File: src/rtl/pipe_stage_skid.sv
// Generic inter-stage pipeline register with valid/ready handshake, one-entry skid
// buffer, synchronous flush to a NOP bubble, and a saturating downstream-stall counter.
module pipe_stage_skid #(
    parameter int unsigned              DATA_W   = 64,
    parameter int unsigned              CTRL_W   = 8,
    parameter logic [CTRL_W-1:0]        NOP_CTRL = '0,
    parameter int unsigned              CNT_W    = 16
) (
    input  logic              clk,
    input  logic              rst,
    input  logic              flush,
    input  logic              in_valid,
    output logic              in_ready,
    input  logic [DATA_W-1:0] in_data,
    input  logic [CTRL_W-1:0] in_ctrl,
    output logic              out_valid,
    input  logic              out_ready,
    output logic [DATA_W-1:0] out_data,
    output logic [CTRL_W-1:0] out_ctrl,
    input  logic              clr_stats,
    output logic [CNT_W-1:0]  stall_cnt
);

    // Encoding is {out_valid, skid_valid}; 2'b01 is never entered.
    typedef enum logic [1:0] {
        EMPTY = 2'b00,
        FULL  = 2'b10,
        SKID  = 2'b11
    } state_t;

    localparam logic [CNT_W-1:0] CNT_MAX = '1;

    state_t              state_q, state_d;
    logic [DATA_W-1:0]   main_data_q, main_data_d;
    logic [CTRL_W-1:0]   main_ctrl_q, main_ctrl_d;
    logic [DATA_W-1:0]   skid_data_q, skid_data_d;
    logic [CTRL_W-1:0]   skid_ctrl_q, skid_ctrl_d;
    logic [CNT_W-1:0]    stall_cnt_q, stall_cnt_d;

    logic accept;
    logic transfer;

    assign out_valid = (state_q != EMPTY);
    assign in_ready  = (state_q != SKID);
    assign out_data  = main_data_q;
    assign out_ctrl  = main_ctrl_q;
    assign stall_cnt = stall_cnt_q;

    assign accept   = in_valid & in_ready;
    assign transfer = out_valid & out_ready;

    always_comb begin
        state_d     = state_q;
        main_data_d = main_data_q;
        main_ctrl_d = main_ctrl_q;
        skid_data_d = skid_data_q;
        skid_ctrl_d = skid_ctrl_q;

        if (flush) begin
            // Payload registers keep stale data; only control is forced inert.
            state_d     = EMPTY;
            main_ctrl_d = NOP_CTRL;
        end else begin
            unique case (state_q)
                EMPTY: begin
                    if (accept) begin
                        state_d     = FULL;
                        main_data_d = in_data;
                        main_ctrl_d = in_ctrl;
                    end
                end
                FULL: begin
                    if (accept && transfer) begin
                        main_data_d = in_data;
                        main_ctrl_d = in_ctrl;
                    end else if (accept) begin
                        state_d     = SKID;
                        skid_data_d = in_data;
                        skid_ctrl_d = in_ctrl;
                    end else if (transfer) begin
                        state_d     = EMPTY;
                        main_ctrl_d = NOP_CTRL;
                    end
                end
                SKID: begin
                    if (transfer) begin
                        state_d     = FULL;
                        main_data_d = skid_data_q;
                        main_ctrl_d = skid_ctrl_q;
                    end
                end
                default: begin
                    state_d     = EMPTY;
                    main_ctrl_d = NOP_CTRL;
                end
            endcase
        end
    end

    always_comb begin
        stall_cnt_d = stall_cnt_q;
        if (clr_stats) begin
            stall_cnt_d = '0;
        end else if (out_valid && !out_ready && (stall_cnt_q != CNT_MAX)) begin
            stall_cnt_d = stall_cnt_q + 1'b1;
        end
    end

    always_ff @(posedge clk) begin
        if (rst) begin
            state_q     <= EMPTY;
            main_data_q <= '0;
            main_ctrl_q <= NOP_CTRL;
            skid_data_q <= '0;
            skid_ctrl_q <= '0;
            stall_cnt_q <= '0;
        end else begin
            state_q     <= state_d;
            main_data_q <= main_data_d;
            main_ctrl_q <= main_ctrl_d;
            skid_data_q <= skid_data_d;
            skid_ctrl_q <= skid_ctrl_d;
            stall_cnt_q <= stall_cnt_d;
        end
    end

endmodule

File: config.mk
export PLATFORM = sky130hd
export DESIGN_NAME = pipe_stage_skid
export DESIGN_NICKNAME = d
export VERILOG_FILES = /design/src/rtl/pipe_stage_skid.sv
export SDC_FILE = /design/constraint.sdc
export NUM_CORES = 1
export LEC_CHECK = 0
export BUFFER_PORTS_ARGS = -buffer_cell sky130_fd_sc_hd__buf_2
export CORE_UTILIZATION = 25
export DETAILED_ROUTE_END_ITERATION = 6
export SLEW_MARGIN = 0
export SYNTH_ARGS = -nofsm -noshare
export SYNTH_HDL_FRONTEND = slang
export SYNTH_SLANG_ARGS = --single-unit
File: constraint.sdc
create_clock -name clk -period 2.8 [get_ports clk]
set_input_delay 0.56 -clock clk [delete_from_list [all_inputs] [get_ports clk]]
set_output_delay 0.56 -clock clk [all_outputs]
set_load 0.02 [all_outputs]
# Word-level counts from Yosys, hierarchy flattened
# Cells that the tools add are included.
dict set report op_classes {
  div_mod_pow 0
  bitwise 4
  shift 0
  order_cmp 0
  eq_ne 11
  muxes 16
  n_addsub 1
  n_reduce_logical 13
  mul 0
}
# op n
set ops {}
lappend ops {{64-bit two-way mux} 3}
lappend ops {{64-bit one-hot mux with 3 select lines} 1}
lappend ops {{8-bit two-way mux} 5}
lappend ops {{8-bit one-hot mux with 3 select lines} 1}
lappend ops {{16-bit by 1-bit adder with 16-bit output (second input constant)} 1}
lappend ops {{16-bit inequality test (second input constant)} 1}
lappend ops {{4-bit AND reduction} 3}
lappend ops {{2-bit two-way mux} 5}
lappend ops {{2-bit inequality test (second input constant)} 5}
lappend ops {{3-bit inequality test (second input constant)} 3}
lappend ops {{2-bit one-hot mux with 3 select lines} 1}
lappend ops {{5-bit AND reduction} 1}
lappend ops {{2-bit equality test (second input constant)} 2}
lappend ops {{2-bit OR reduction} 2}
lappend ops {{1-bit logical AND} 3}
lappend ops {{3-bit nonzero test} 1}
lappend ops {{1-bit AND} 2}
lappend ops {{2-bit logical NOT} 1}
lappend ops {{1-bit inverter} 2}
lappend ops {{2-bit nonzero test} 1}
lappend ops {{1-bit logical NOT} 1}
dict set report totals {
  latchBits 0
  romBits 0
  out_inout_bits 90
  reg_bits 162
  mem_bits_rw 0
  input_bits 78
  memories 0
}

# Longest topological paths before layout
# Gate-level depths: netlist (run 1).
dict set report logic_depth {
  word_depth 6
  depth_mapped 8
  mapped_depth_nobuf 6
}

# Least setup slack after synthesis (run 1)
# OpenSTA, ideal clock, no wires.
dict set report synth_timing {
  kind {reg-to-reg}
  startpoint {register state_q[0]}
  endpoint {register main_data_q[0] (netlist: out_data[0])}
  path_buffers 2
  setup_ns 0.121
  period_less_slack_ns 2.129
  t_arrival_ns 2.007
  stages_incl_launch_ff 8
  path_slack_ns 0.671
  cell_sequence {dfxtp_1 > inv_1 > ha_1 > or3b_1 > a311o_1 > buf_6 > buf_12 > mux2_4}
}
dict set report synth_via {
  elab_chain_len 5
  word_cells_on_any_way 14
}
# item line
set synth_lines {}
lappend synth_lines {{start: declaration} 33} ;# state_t state_q, state_d;
lappend synth_lines {{start signal: assignment} 118} ;# state_q <= state_d;
lappend synth_lines {{2-bit inequality test or 2-bit nonzero test (tied branches)} {44, 43}}
lappend synth_lines {{1-bit AND (on tied branches)} {49, 50}}
lappend synth_lines {{1-bit logical AND} 73} ;# if (accept && transfer) begin
lappend synth_lines {{2-bit inequality test (no line)} n/a}
lappend synth_lines {{5-bit AND reduction (no line)} n/a}
lappend synth_lines {{end signal: assignment} 119} ;# main_data_q <= main_data_d;
lappend synth_lines {{end: declaration} 34} ;# logic [DATA_W-1:0] main_data_q, main_data_d;
# Several ways; a longest one is shown, not always the timed one.
# A chain may end at the register's enable or synchronous reset.

# Final worst setup path (run 1)
dict set report layout_timing {
  startpoint {register state_q[0]}
  endpoint {register main_data_q[43] (netlist: out_data[43])}
}
# The elaborated chain is that of the path after synthesis.

==> metrics list, run 1 <==
- The flow ran to the end, and the final reports show no timing, DRC or antenna violations.
- Crit start category: flip-flop
- Sequential elements use a little over two fifths of the synthesized area.
- Main synth FF type: sky130_fd_sc_hd__dfxtp_1
- Worst min path class: in2reg
- Setup violation total in the final timing report: 0
- Dividing the final minimum period by the clock period gives 84.8%.
- Syn Inst Count: 841
- Data arrives at the worst endpoint at 2.70 ns.
- Number of instances resized during post-cts repair: 0
- Placeable core area: 30,600 um2
- For this run, the share of the core covered by cells in the final layout is 31.2%.
- Post-Synthesis Net Count: 925
* Hold EP: skid_data_q[56]
- Layer with the highest usage after global routing: met2
- In the routed layout, each cell is associated on average with a via count of 4.47.
- Leakage: 4.07 nW
- Routability cong.: 0.779
- After layout, the minimum clock period comes to approximately 2.4 ns.
- The setup path with the least slack is of type reg2reg.
* Source-to-sink clock delay at the later pin of the worst-skew pair: 0.44 ns
- The worst-case IR drop observed on VDD is ~0.4 mV.
* Max Freq: 0.421 GHz
* Setup skew after layout: 0.0110 ns
* # nets final: 1,068
- In this run the post-CTS setup repair buffer count came out at 0.
- Maximum number of buffers from clock root to sink: 2
* Count of boundary I/O pins: about 170
- Global routing used 15.1% of the available met1 tracks.
- Clock Sink Count: between 150 and 200
* Average cell area after synthesis: 9.24 um2
- GR Layer Usage met2: approximately 20%
- Buffers inserted during clock tree synthesis total 17.
- Summed over its instances, the top area cell type makes up approximately two fifths of the synthesized netlist area.
- The post-route netlist has 28.7% of its cells at a drive strength greater than 1.
* Setup TNS: 0 ns
- The first routing iteration left 294 violations.
- The die is 178 um wide.
* Routed length per placed instance: 14.0 um
- Start of the worst register-to-register path: state_q[0]
- By count the netlist is led by sky130_fd_sc_hd__dfxtp_1 (162), sky130_fd_sc_hd__nand2_1 (159), sky130_fd_sc_hd__a21oi_1 (89), sky130_fd_sc_hd__nor2_1 (71), sky130_fd_sc_hd__mux2i_1 (66).
* Count of endpoints failing hold in the final timing report: 0
* Critical hold path startpoint: in_data[56]
- Worst reg2reg path endpoint: out_data[43]
- Data on the critical path is required at its endpoint by 3.13 ns.
- R2r worst-path depth: 6
- The tree is rooted in a sky130_fd_sc_hd__clkbuf_16.
- Met3 GRT Util: 3.39%
* Input/output buffers: 167
* Overall die area: 31,800 um2
* Flop and latch count out of synthesis: 162
* DRC violation count after routing: 0
* Count of flip-flops with a built-in enable after synthesis: 0
* Height of the die: 178 um
- In this run the power density over the cells is 587 nW/um2.
* Reg-to-reg setup timing slack: 0.42 ns
- Vias in the first global route: 5,702
- The filler cells instantiated in the layout total 3,234.
* Initial core utilization: 25.4%
* Number of max-slew violations in the final report: 0
* Number of warnings reported in the yosys synthesis log: 0
- GRT Residual Overflow: 0
- Synthesis instantiated 50 different standard cells from the library.
- Total routing usage reported by global routing: 12.3%
- TritonCTS clock tree: built
- In this run the cell area of the synthesized design comes to 7770 um2.
- In this run, post-CTS hold repair placed 0 buffers.
- Total Routed Length: 19,500 um
- Max Fanout on Critical Path: 34
- The routed layout has roughly 6.2k vias.
- Residual antenna-violating net count after detailed routing: 0
- Relative slew margins: 40.8%
- Row generation in the floorplan step produced 64 rows.
- Global-route wire length before repair: roughly 30,000 um
- The number of antenna violations at the first check in global routing came to 4.
* Area leader, netlist: sky130_fd_sc_hd__dfxtp_1
- The pre-antenna-repair detailed-routing pass consisted of 4 iterations.
- Most numerous cell in the Yosys netlist: sky130_fd_sc_hd__dfxtp_1
- Worst Tran Pin Value: 0.888 ns
* RSZ-0062 raised after global routing: no
- Clock transition at the registers of the reported paths: 0.07 ns
- Entering global routing, the biggest net connects 80 pins.
- Async set or reset register ratio after synthesis: 0%
- Max Cap Viol: 0
- The worst setup path is captured at a flip-flop.
* Post-detailed-placement half-perimeter wirelength: 12,600 um
- Cell types occupying the most area after synthesis: sky130_fd_sc_hd__dfxtp_1 (42%), sky130_fd_sc_hd__mux2_4 (12%), sky130_fd_sc_hd__mux2i_1 (8.5%), sky130_fd_sc_hd__nand2_1 (7.7%), sky130_fd_sc_hd__and2b_1 (5.9%)
* Relative area change from synthesis to final layout: 22.9%
- Cells on Worst Hold Path: 3
- H-tree depth reported by CTS: 4
==> layout make-up <==
cell class | instances | area (um2) | share of cell area (%)
antenna | 1 | 2.50 | 0.0262
clock buffer | 17 | 425 | 4.46
clock inverter | 15 | 193 | 2.02
inverter | 5 | 18.8 | 0.197
multi-input combinational | 617 | 4160 | 43.6
sequential | 162 | 3240 | 34.0
tap | 396 | 495 | 5.19
timing repair buffer | 181 | 1010 | 10.6
==> worst max path at each step <==
stage          depth (start not counted)        from              to
2_1_floorplan                          7  state_q[0]     out_data[0]
3_3_place_gp                           6  state_q[0]    out_data[38]
3_5_place_dp                           6  state_q[0]    out_data[38]
4_1_cts                                6  state_q[0]    out_data[38]
5_1_grt                                7  state_q[0]  skid_ctrl_q[0]
6_report                               6  state_q[0]    out_data[43]
==> power by group <==
group	switching, mW	total [mW]	internal, mW
combinational	0.365	0.671	0.306
sequential	0.0394	2.43	2.39
clock	1.07	2.50	1.43
total	1.48	5.60	4.12
==> through the flow <==
step                hold WS (ns)  area, um2  setup slack, ns  total power, mW  instances
floorplan                  0.436       7770            0.671             2.96        841
global placement           0.441       8930            0.480             3.15       1361
detailed placement         0.443       8930            0.441             3.16       1361
CTS                        0.331       9550            0.418             5.71       1393
global route               0.352       9550            0.242             5.86       1393
finish                     0.360       9550            0.424             5.60       1394
==> registers in the layout (all words and copies together) (netlist names) <==
signal,flops
out_data,64
skid_data_q,64
stall_cnt,16
out_ctrl,8
skid_ctrl_q,8
state_q,2
==> worst max-delay path, stage by stage (launching register included) <==
cell	delay (ns)
sky130_fd_sc_hd__dfxtp_1	0.45
sky130_fd_sc_hd__inv_1	0.10
sky130_fd_sc_hd__ha_1	0.28
sky130_fd_sc_hd__or3b_1	0.42
sky130_fd_sc_hd__a311o_2	0.44
sky130_fd_sc_hd__buf_12	0.21
sky130_fd_sc_hd__mux2_4	0.32
==> placed cells by master, fill, tap and decap left out, types with 6 or more instances in the layout <==
cell,synthesis,layout
sky130_fd_sc_hd__a21oi_1,89,89
sky130_fd_sc_hd__a22o_1,7,7
sky130_fd_sc_hd__and2b_1,61,61
sky130_fd_sc_hd__buf_2,2,166
sky130_fd_sc_hd__buf_4,1,9
sky130_fd_sc_hd__clkbuf_16,0,17
sky130_fd_sc_hd__dfxtp_1,162,162
sky130_fd_sc_hd__inv_6,0,6
sky130_fd_sc_hd__mux2_4,60,60
sky130_fd_sc_hd__mux2i_1,66,66
sky130_fd_sc_hd__nand2_1,159,159
sky130_fd_sc_hd__nand3_1,8,8
sky130_fd_sc_hd__nand4_1,7,7
sky130_fd_sc_hd__nor2_1,71,71
sky130_fd_sc_hd__nor3b_1,7,7
sky130_fd_sc_hd__o21ai_0,16,16
sky130_fd_sc_hd__or3_1,9,8
==> cells by family after synthesis <==
kind of cell,after synthesis,synth area share (%)
AO/OA/AOI/OAI,130,9.39
XOR/XNOR,2,0.225
adder cells (fa/ha/maj),6,0.966
buffers and inverters,62,5.01
flip-flops,162,41.7
multiplexers,130,20.7
AND/OR/NAND/NOR,349,22.0
==> metal layers <==
metal / part of all wire (%) / vias to the layer above
met2: 48 / 116
met3: 4.4 / 24
li1: - / 3150
met1: 46 / 2941
met5: 0.19 / -
met4: 1.6 / 6
(Power assumes the default switching activity.)
==> run 2: changes to the inputs <==
clock period = 2.08 ns   (was 2.8 ns; I/O delays follow)
==> run 2 against run 1 <==
Compared with the run above: critical path depth up 1; count of clock-buffer cells in the layout up 1; final area up 4.9%; clock power up 28%; hold slack worse by 0.13 ns; largest cell class unchanged; the flow now finishes with violations (setup timing); critical path type unchanged; non-clock buffer count up 33; setup slack worse by 0.47 ns; fmax up 12%; sequential power up 35%; first-iteration DRC count down 7.8%; combinational power up 54%.
==> metrics list, run 2 (synthesis results as in run 1) <==
- The number of placed cells counting well taps came to 1,386 (+1.8%).
- The fraction of layout instances using a drive strength above 1 is 31.8% (+3.2 points).
* Number of CTS-inserted buffers: 17 (unchanged)
* Net Sw Power: 2.01 mW (+36%)
- Number of max-slew violations in the final report: 0 (unchanged)
* Fill cells: 3,212 (-0.68%)
- Setup repair after global routing could not meet its margin everywhere.
- VDD IR-drop max: 0.537 mV (+31%)
- The final worst-path cycle share was 102% (+17 points).
* Leakage: 4.31 nW (+5.7%)
- Worst reg2reg path endpoint: out_data[34]
* Pin count of the biggest net entering global routing: 77 (-3.8%)
- Worst setup path startpoint: state_q[0]
- H-tree depth reported by CTS: 4 (unchanged)
- Iteration-0 DRC Markers: 271 (-7.8%)
* Pwr per Cell Area: 750 nW/um2 (+28%)
- Max Fanout on Critical Path: 10 (-71%)
* Global-route wire length before repair: 31,200 um (+3.4%)
- The total count of hold-check failures in the final report came to 0 (unchanged).
- The number of rows created at floorplan was 64 (unchanged).
- The final design utilization came to 32.7% (+1.5 points).
- The die width was 178 um (unchanged).
* Most used cells in the layout excluding fill and tap cells: sky130_fd_sc_hd__buf_2 (166), sky130_fd_sc_hd__dfxtp_1 (160), sky130_fd_sc_hd__nand2_1 (159)
* Worst min path class: in2reg
- Height of the die: 178 um (unchanged)
- Residual antenna-violating net count after detailed routing: 0 (unchanged)
* Minimum clock period after layout: 2.12 ns (-0.254 ns)
* Max Cap Viol: 0 (unchanged)
* Maximum number of buffers from clock root to sink: 2 (unchanged)
- The flow ran to the end, but the final reports show violations.
* Clock Sink Count: 162 (unchanged)
- DRC violation count after routing: 0 (unchanged)
* Overall die area: 31,800 um2 (unchanged)
* Setup TNS: -0.748 ns (-0.748 ns)
- The slew at the pin closest to its max-slew limit is 0.588 ns (-0.300 ns).
* Critical hold path startpoint: in_data[13]
* Total routing usage reported by global routing: 12.6% (+0.23 points)
- The detailed-route wire length was 20,500 um (+4.8%).
* Count of boundary I/O pins: 168 (unchanged)
* Required arrival time at the worst endpoint: 2.39 ns (-0.74 ns)
- TritonCTS clock tree: built
- Setup skew after layout: 0.00870 ns (-0.00233 ns)
- The count of cells along the worst hold path is 3 (unchanged).
* Number of detailed-routing iterations run before antenna repair: 4 (unchanged)
* Hold buffer count at cts: 0 (unchanged)
* Vias in the first global route: 5,969 (+4.7%)
* Placeable core area: 30,600 um2 (unchanged)
- The count of input and output buffers was 167 (unchanged).
- The post-place setup slack was -0.105 ns (-0.546 ns).
- The final reports fail on setup timing.
- Clock tree synthesis selected as its root buffer the cell sky130_fd_sc_hd__clkbuf_16.
- Internal power summed over all cells: 5.51 mW (+34%)
- Relative to the synthesized area, the layout overhead comes to 28.9%.
* Source-to-sink clock delay at the later pin of the worst-skew pair: 0.43 ns (about the same)
- The worst setup path is launched from a flip-flop.
- # nets final: 1,101 (+3.1%)
* Max Freq: 0.471 GHz (+12%)
- The worst slew slack as a fraction of its limit is 60.8% (+20 points).
- The clock-pin transition on the worst setup and hold timing paths came to 0.07 ns (about the same).
- GRT Residual Overflow: 0 (unchanged)
- Data arrival, critical path: 2.44 ns (-0.26 ns)
* Routed length per placed instance: 14.3 um (+2.2%)
- The worst-case setup margin in the final layout is -0.0420 ns (-0.466 ns).
* Most frequent standard cell in the layout excluding fill and tap cells: sky130_fd_sc_hd__buf_2
- The final non-filler cell total was 1,429 (+2.5%).
- Post-detailed-placement half-perimeter wirelength: 13,300 um (+5.5%)
* Start of the worst register-to-register path: state_q[0]
* R2r worst-path depth: 7 (+1)
- STA classifies the critical path endpoint as a flip-flop.
- Routability cong.: 0.777 (-0.24%)
* Routed vias: 6,359 (+2.0%)
- Sequential share of power: 43.5% (about the same)
* Hold EP: skid_data_q[13]
- The number of endpoints failing setup at the final stage was 36 (+36).
- Reg-to-reg setup timing slack: -0.04 ns (-0.47 ns)
* Critical path type: reg2reg
* Initial core utilization: 25.4% (unchanged)
- The share of total power consumed by net switching came to 26.7% (+0.32 points).
- Initial antenna violation count: 5 (+1)
- Logic gate share of total power: 13.7% (+1.7 points)
- Clock network fraction of total power: 42.7% (-1.9 points)
* Avg Vias per Cell: 4.45 (-0.54%)
run 2: cell types whose count changed in the layout (fill, tap and decap cells not counted), moves of 3 or more:
cell	change
sky130_fd_sc_hd__buf_12	+6
sky130_fd_sc_hd__buf_4	+17
sky130_fd_sc_hd__buf_6	+4
sky130_fd_sc_hd__clkbuf_16	+3
sky130_fd_sc_hd__ha_1	-3
sky130_fd_sc_hd__ha_4	+3
sky130_fd_sc_hd__inv_1	-3
run 2: layout make-up:
cell class / instances / area [um2] / area share [%]
timing repair buffer: 214 / 1450 / 14.5
sequential: 162 / 3250 / 32.5
inverter: 5 / 21.3 / 0.212
tap: 396 / 495 / 4.95
clock buffer: 18 / 429 / 4.28
antenna: 3 / 7.51 / 0.0749
clock inverter: 14 / 154 / 1.54
multi-input combinational: 617 / 4210 / 42.0
run 2: critical path: stages, from the launching register on:
cell                      delay (ns)
sky130_fd_sc_hd__dfxtp_4        0.38
sky130_fd_sc_hd__inv_4          0.05
sky130_fd_sc_hd__ha_4           0.15
sky130_fd_sc_hd__or3b_4         0.37
sky130_fd_sc_hd__a311o_2        0.40
sky130_fd_sc_hd__buf_12         0.18
sky130_fd_sc_hd__buf_16         0.16
sky130_fd_sc_hd__mux2_4         0.30
run 2: worst max-delay path by stage:
stage	cells after the start	slack, ns	endpoint
after global routing	7	-0.09	out_data[36]
after CTS	8	-0.04	out_data[50]
after detailed placement	5	-0.11	out_data[60]
final	7	-0.04	out_data[34]
after global placement	5	-0.08	out_data[62]
after floorplan	7	0.04	out_data[0]
run 2: routing by layer:
layer / GRT usage, % / vias up / part of all wire, %
met3: 3.22 / 26 / 4.9
met5: 0 / - / 0.083
met2: 20.2 / 134 / 48
met4: 5.79 / 2 / 1.9
met1: 15.7 / 2977 / 45
li1: - / 3220 / -
run 2: what timing repair did:
item	4_1_cts	5_1_grt
setup endpoints to repair	64	79
gates cloned	1	5
buffers inserted	2	0
hold endpoints to repair	0	0
gates resized for setup	9	12
pin swaps	1	0
run 2: stage by stage:
| stage | cell area (um2) | hold WS (ns) | total power, mW |
|---|---|---|---|
| 4_1_cts | 9850 | 0.194 | 7.59 |
| 6_report | 10000 | 0.228 | 7.52 |
| 3_5_place_dp | 9180 | 0.446 | 4.30 |
| 5_1_grt | 10000 | 0.209 | 7.84 |
| 2_1_floorplan | 7780 | 0.436 | 3.98 |
| 3_3_place_gp | 9180 | 0.441 | 4.28 |
run 2: power by group through the flow:
stage,registers (mW),logic (mW),clock network [mW]
after floorplan,3.45,0.528,0
after global placement,3.34,0.940,0
after detailed placement,3.34,0.953,0
after CTS,3.27,0.993,3.33
after global routing,3.29,1.11,3.44
final,3.27,1.03,3.21
==> run 3: changes to the inputs <==
TNS_END_PERCENT = 20   (was default)
==> run 3 against run 2 <==
Compared with the run above: the run still ends with setup timing left; first-iteration DRC count down 4.8%; setup slack worse by 0.0086 ns; wire length down 1.7%.
==> metrics list, run 3 (synthesis results as in run 1) <==
* TritonCTS clock tree: built
- Relative area change from synthesis to final layout: 28.0%
- The maximum number of pins on one net before global-route repair is 77 (unchanged).
- Crit start category: flip-flop
- The detailed-route wire length was 20,100 um (-1.7%).
* Count of endpoints failing hold in the final timing report: 0 (unchanged)
* GR Layer Usage met1: 15.7% (unchanged)
* Critical path type: reg2reg
- The standby leakage power is 4.28 nW (-0.67%).
- GRT Residual Overflow: 0 (unchanged)
- The number of placed cells counting well taps is 1,386 (unchanged).
* Final cycle utilization of the critical path: 102% (+0.41 points)
- # nets final: 1,098 (-0.27%)
* Violated checks: setup timing
- The final non-filler cell total is 1,426 (-0.21%).
- The worst slew slack as a fraction of its limit came to 60.6% (-0.26 points).
- The count of cells along the worst register-to-register path is 6 (-1).
- The deepest level of the CTS H-tree was 4 (unchanged).
- Vias in the first global route: 5,968 (-0.017%)
* Height of the die: 178 um (unchanged)
- Overall die area: 31,800 um2 (unchanged)
- After global routing, the most crowded layer is met2.
- The slew at the pin closest to its max-slew limit is 0.592 ns (+0.00388 ns).
* Horiz. Die Dim: 178 um (unchanged)
- The required time at the endpoint of the critical path is 2.39 ns (about the same).
- Data arrival, critical path: 2.44 ns (about the same)
* Source-to-sink clock delay at the later pin of the worst-skew pair: 0.43 ns (about the same)
- The worst voltage drop across the vdd grid came to 0.531 mV (-1.1%).
- The number of endpoints failing setup at the final stage is 51 (+42%).
- GR Layer Usage met2: 20.2% (unchanged)
- For hold timing, the worst endpoint is skid_data_q[50].
* Residual antenna-violating net count after detailed routing: 0 (unchanged)
* Routed vias: 6,331 (-0.44%)
- The initial core utilization was 25.4% (unchanged).
- The post-route cell area came to 9950 um2 (-0.67%).
* Cell at the root of the clock tree: sky130_fd_sc_hd__clkbuf_16
* DRC violation count after routing: 0 (unchanged)
- The final design utilization was 32.5% (-0.22 points).
* Worst reg2reg path endpoint: out_data[29]
- The final setup TNS was -1.30 ns (-0.553 ns).
- Maximum number of buffers from clock root to sink: 2 (unchanged)
- The sink count of the clock tree is 162 (unchanged).
- The final number of max-transition violations was 0 (unchanged).
- Most frequent standard cell in the layout excluding fill and tap cells: sky130_fd_sc_hd__buf_2
- The total I/O pin count came to 168 (unchanged).
* Worst min path class: in2reg
- The worst-case setup margin in the final layout was -0.0505 ns (-0.00855 ns).
- Minimum clock period after layout: 2.13 ns (+0.00855 ns)
- Number of detailed-routing iterations run before antenna repair: 4 (unchanged)
- The worst register-to-register path begins at state_q[1].
- The estimated wirelength of the detail-placed design was 13,300 um (unchanged).
- Iteration-0 DRC Markers: 258 (-4.8%)
- The flow ran to the end, but the final reports show violations.
* Setup skew after layout: 0.0133 ns (+0.00458 ns)
- Routability cong.: 0.777 (unchanged)
- The worst setup path is captured at a flip-flop.
- The number of rows created at floorplan was 64 (unchanged).
- The clock-pin transition on the worst setup and hold timing paths came to 0.07 ns (about the same).
- The number of antenna violations at the first check in global routing came to 5 (unchanged).
* Global-route wire length before repair: 31,200 um (unchanged)
* Routed length per placed instance: 14.1 um (-1.4%)
- Max Fanout on Critical Path: 9 (-1)
- Cells on Worst Hold Path: 3 (unchanged)
- Worst hold margin: 0.228 ns (-0.0000320 ns)
- The power density over the cells came to 752 nW/um2 (+0.17%).
- Setup repair after global routing could not meet its margin everywhere.
- In this run the most critical hold path is launched from in_data[50].
- Max Freq: 0.469 GHz (-0.40%)
* Avg Vias per Cell: 4.44 (-0.23%)
* Number of CTS-inserted buffers: 17 (unchanged)
- The number of max-cap violations was 0 (unchanged).
- The count of input and output buffers was 167 (unchanged).
- Reg-to-reg setup timing slack: -0.05 ns (about the same)
* Placed inst area: 9180 um2 (unchanged)
* Total routing usage reported by global routing: 12.6% (unchanged)
- Met3 GRT Util: 3.22% (unchanged)
* Layout cell share with drive strength beyond 1: 31.6% (-0.20 points)
* Placeable core area: 30,600 um2 (unchanged)
- In the layout the commonest cells are sky130_fd_sc_hd__buf_2 (166), sky130_fd_sc_hd__dfxtp_1 (160), sky130_fd_sc_hd__nand2_1 (159).
run 3: cell count changes in the layout (fill, tap and decap cells not counted), sizes merged:
cell and delta:
buf -2, clkbuf -1
run 3: where the power goes:
group	internal, mW	switching [mW]
Clock	1.79	1.41
Combinational	0.492	0.515
Sequential	3.22	0.0556
Total	5.50	1.98
run 3: layout make-up:
cell class              count  area, um2
clock inverters            14        154
flip-flops and latches    162       3250
well taps                 396        495
clock buffers              18        429
multi-input cells         617       4200
inverters                   5       21.3
repair buffers            211       1400
diodes                      3       7.51
fillers                  3223      20600
run 3: how the worst max path moves through the flow:
stage,startpoint,end,slack (ns),depth (start not counted)
2_1_floorplan,state_q[0],out_data[0],0.04,7
3_3_place_gp,state_q[1],out_data[62],-0.08,5
3_5_place_dp,state_q[1],out_data[60],-0.11,5
4_1_cts,state_q[1],out_data[50],-0.04,8
5_1_grt,state_q[1],out_data[27],-0.08,6
6_report,state_q[1],out_data[29],-0.05,6
run 3: metrics by stage:
| stage | worst slack, ns | power, mW |
|---|---|---|
| after global routing | -0.0848 | 7.81 |
| after global placement | -0.0751 | 4.28 |
| after detailed placement | -0.105 | 4.30 |
| after CTS | -0.0430 | 7.59 |
| after floorplan | 0.0445 | 3.98 |
| final | -0.0505 | 7.48 |
run 3: what timing repair did:
item / 4_1_cts / 5_1_grt
buffers inserted: 2 / 0
gates resized for setup: 8 / 9
gates cloned: 1 / 2
hold buffers: 0 / 0
endpoints found under the setup margin: 64 / 79
pin swaps: 1 / 0
run 3: critical path, stage by stage (launching register included):
cell	delay, ns
sky130_fd_sc_hd__dfxtp_4	0.37
sky130_fd_sc_hd__ha_2	0.19
sky130_fd_sc_hd__or3b_4	0.40
sky130_fd_sc_hd__a311o_2	0.39
sky130_fd_sc_hd__buf_12	0.18
sky130_fd_sc_hd__clkbuf_16	0.18
sky130_fd_sc_hd__mux2_4	0.29
run 3: per-layer routing:
metal,part of all wire (%),up-vias
met4,1.6,2
met1,46,2967
met5,0.084,-
li1,-,3213
met2,48,125
met3,4.5,24
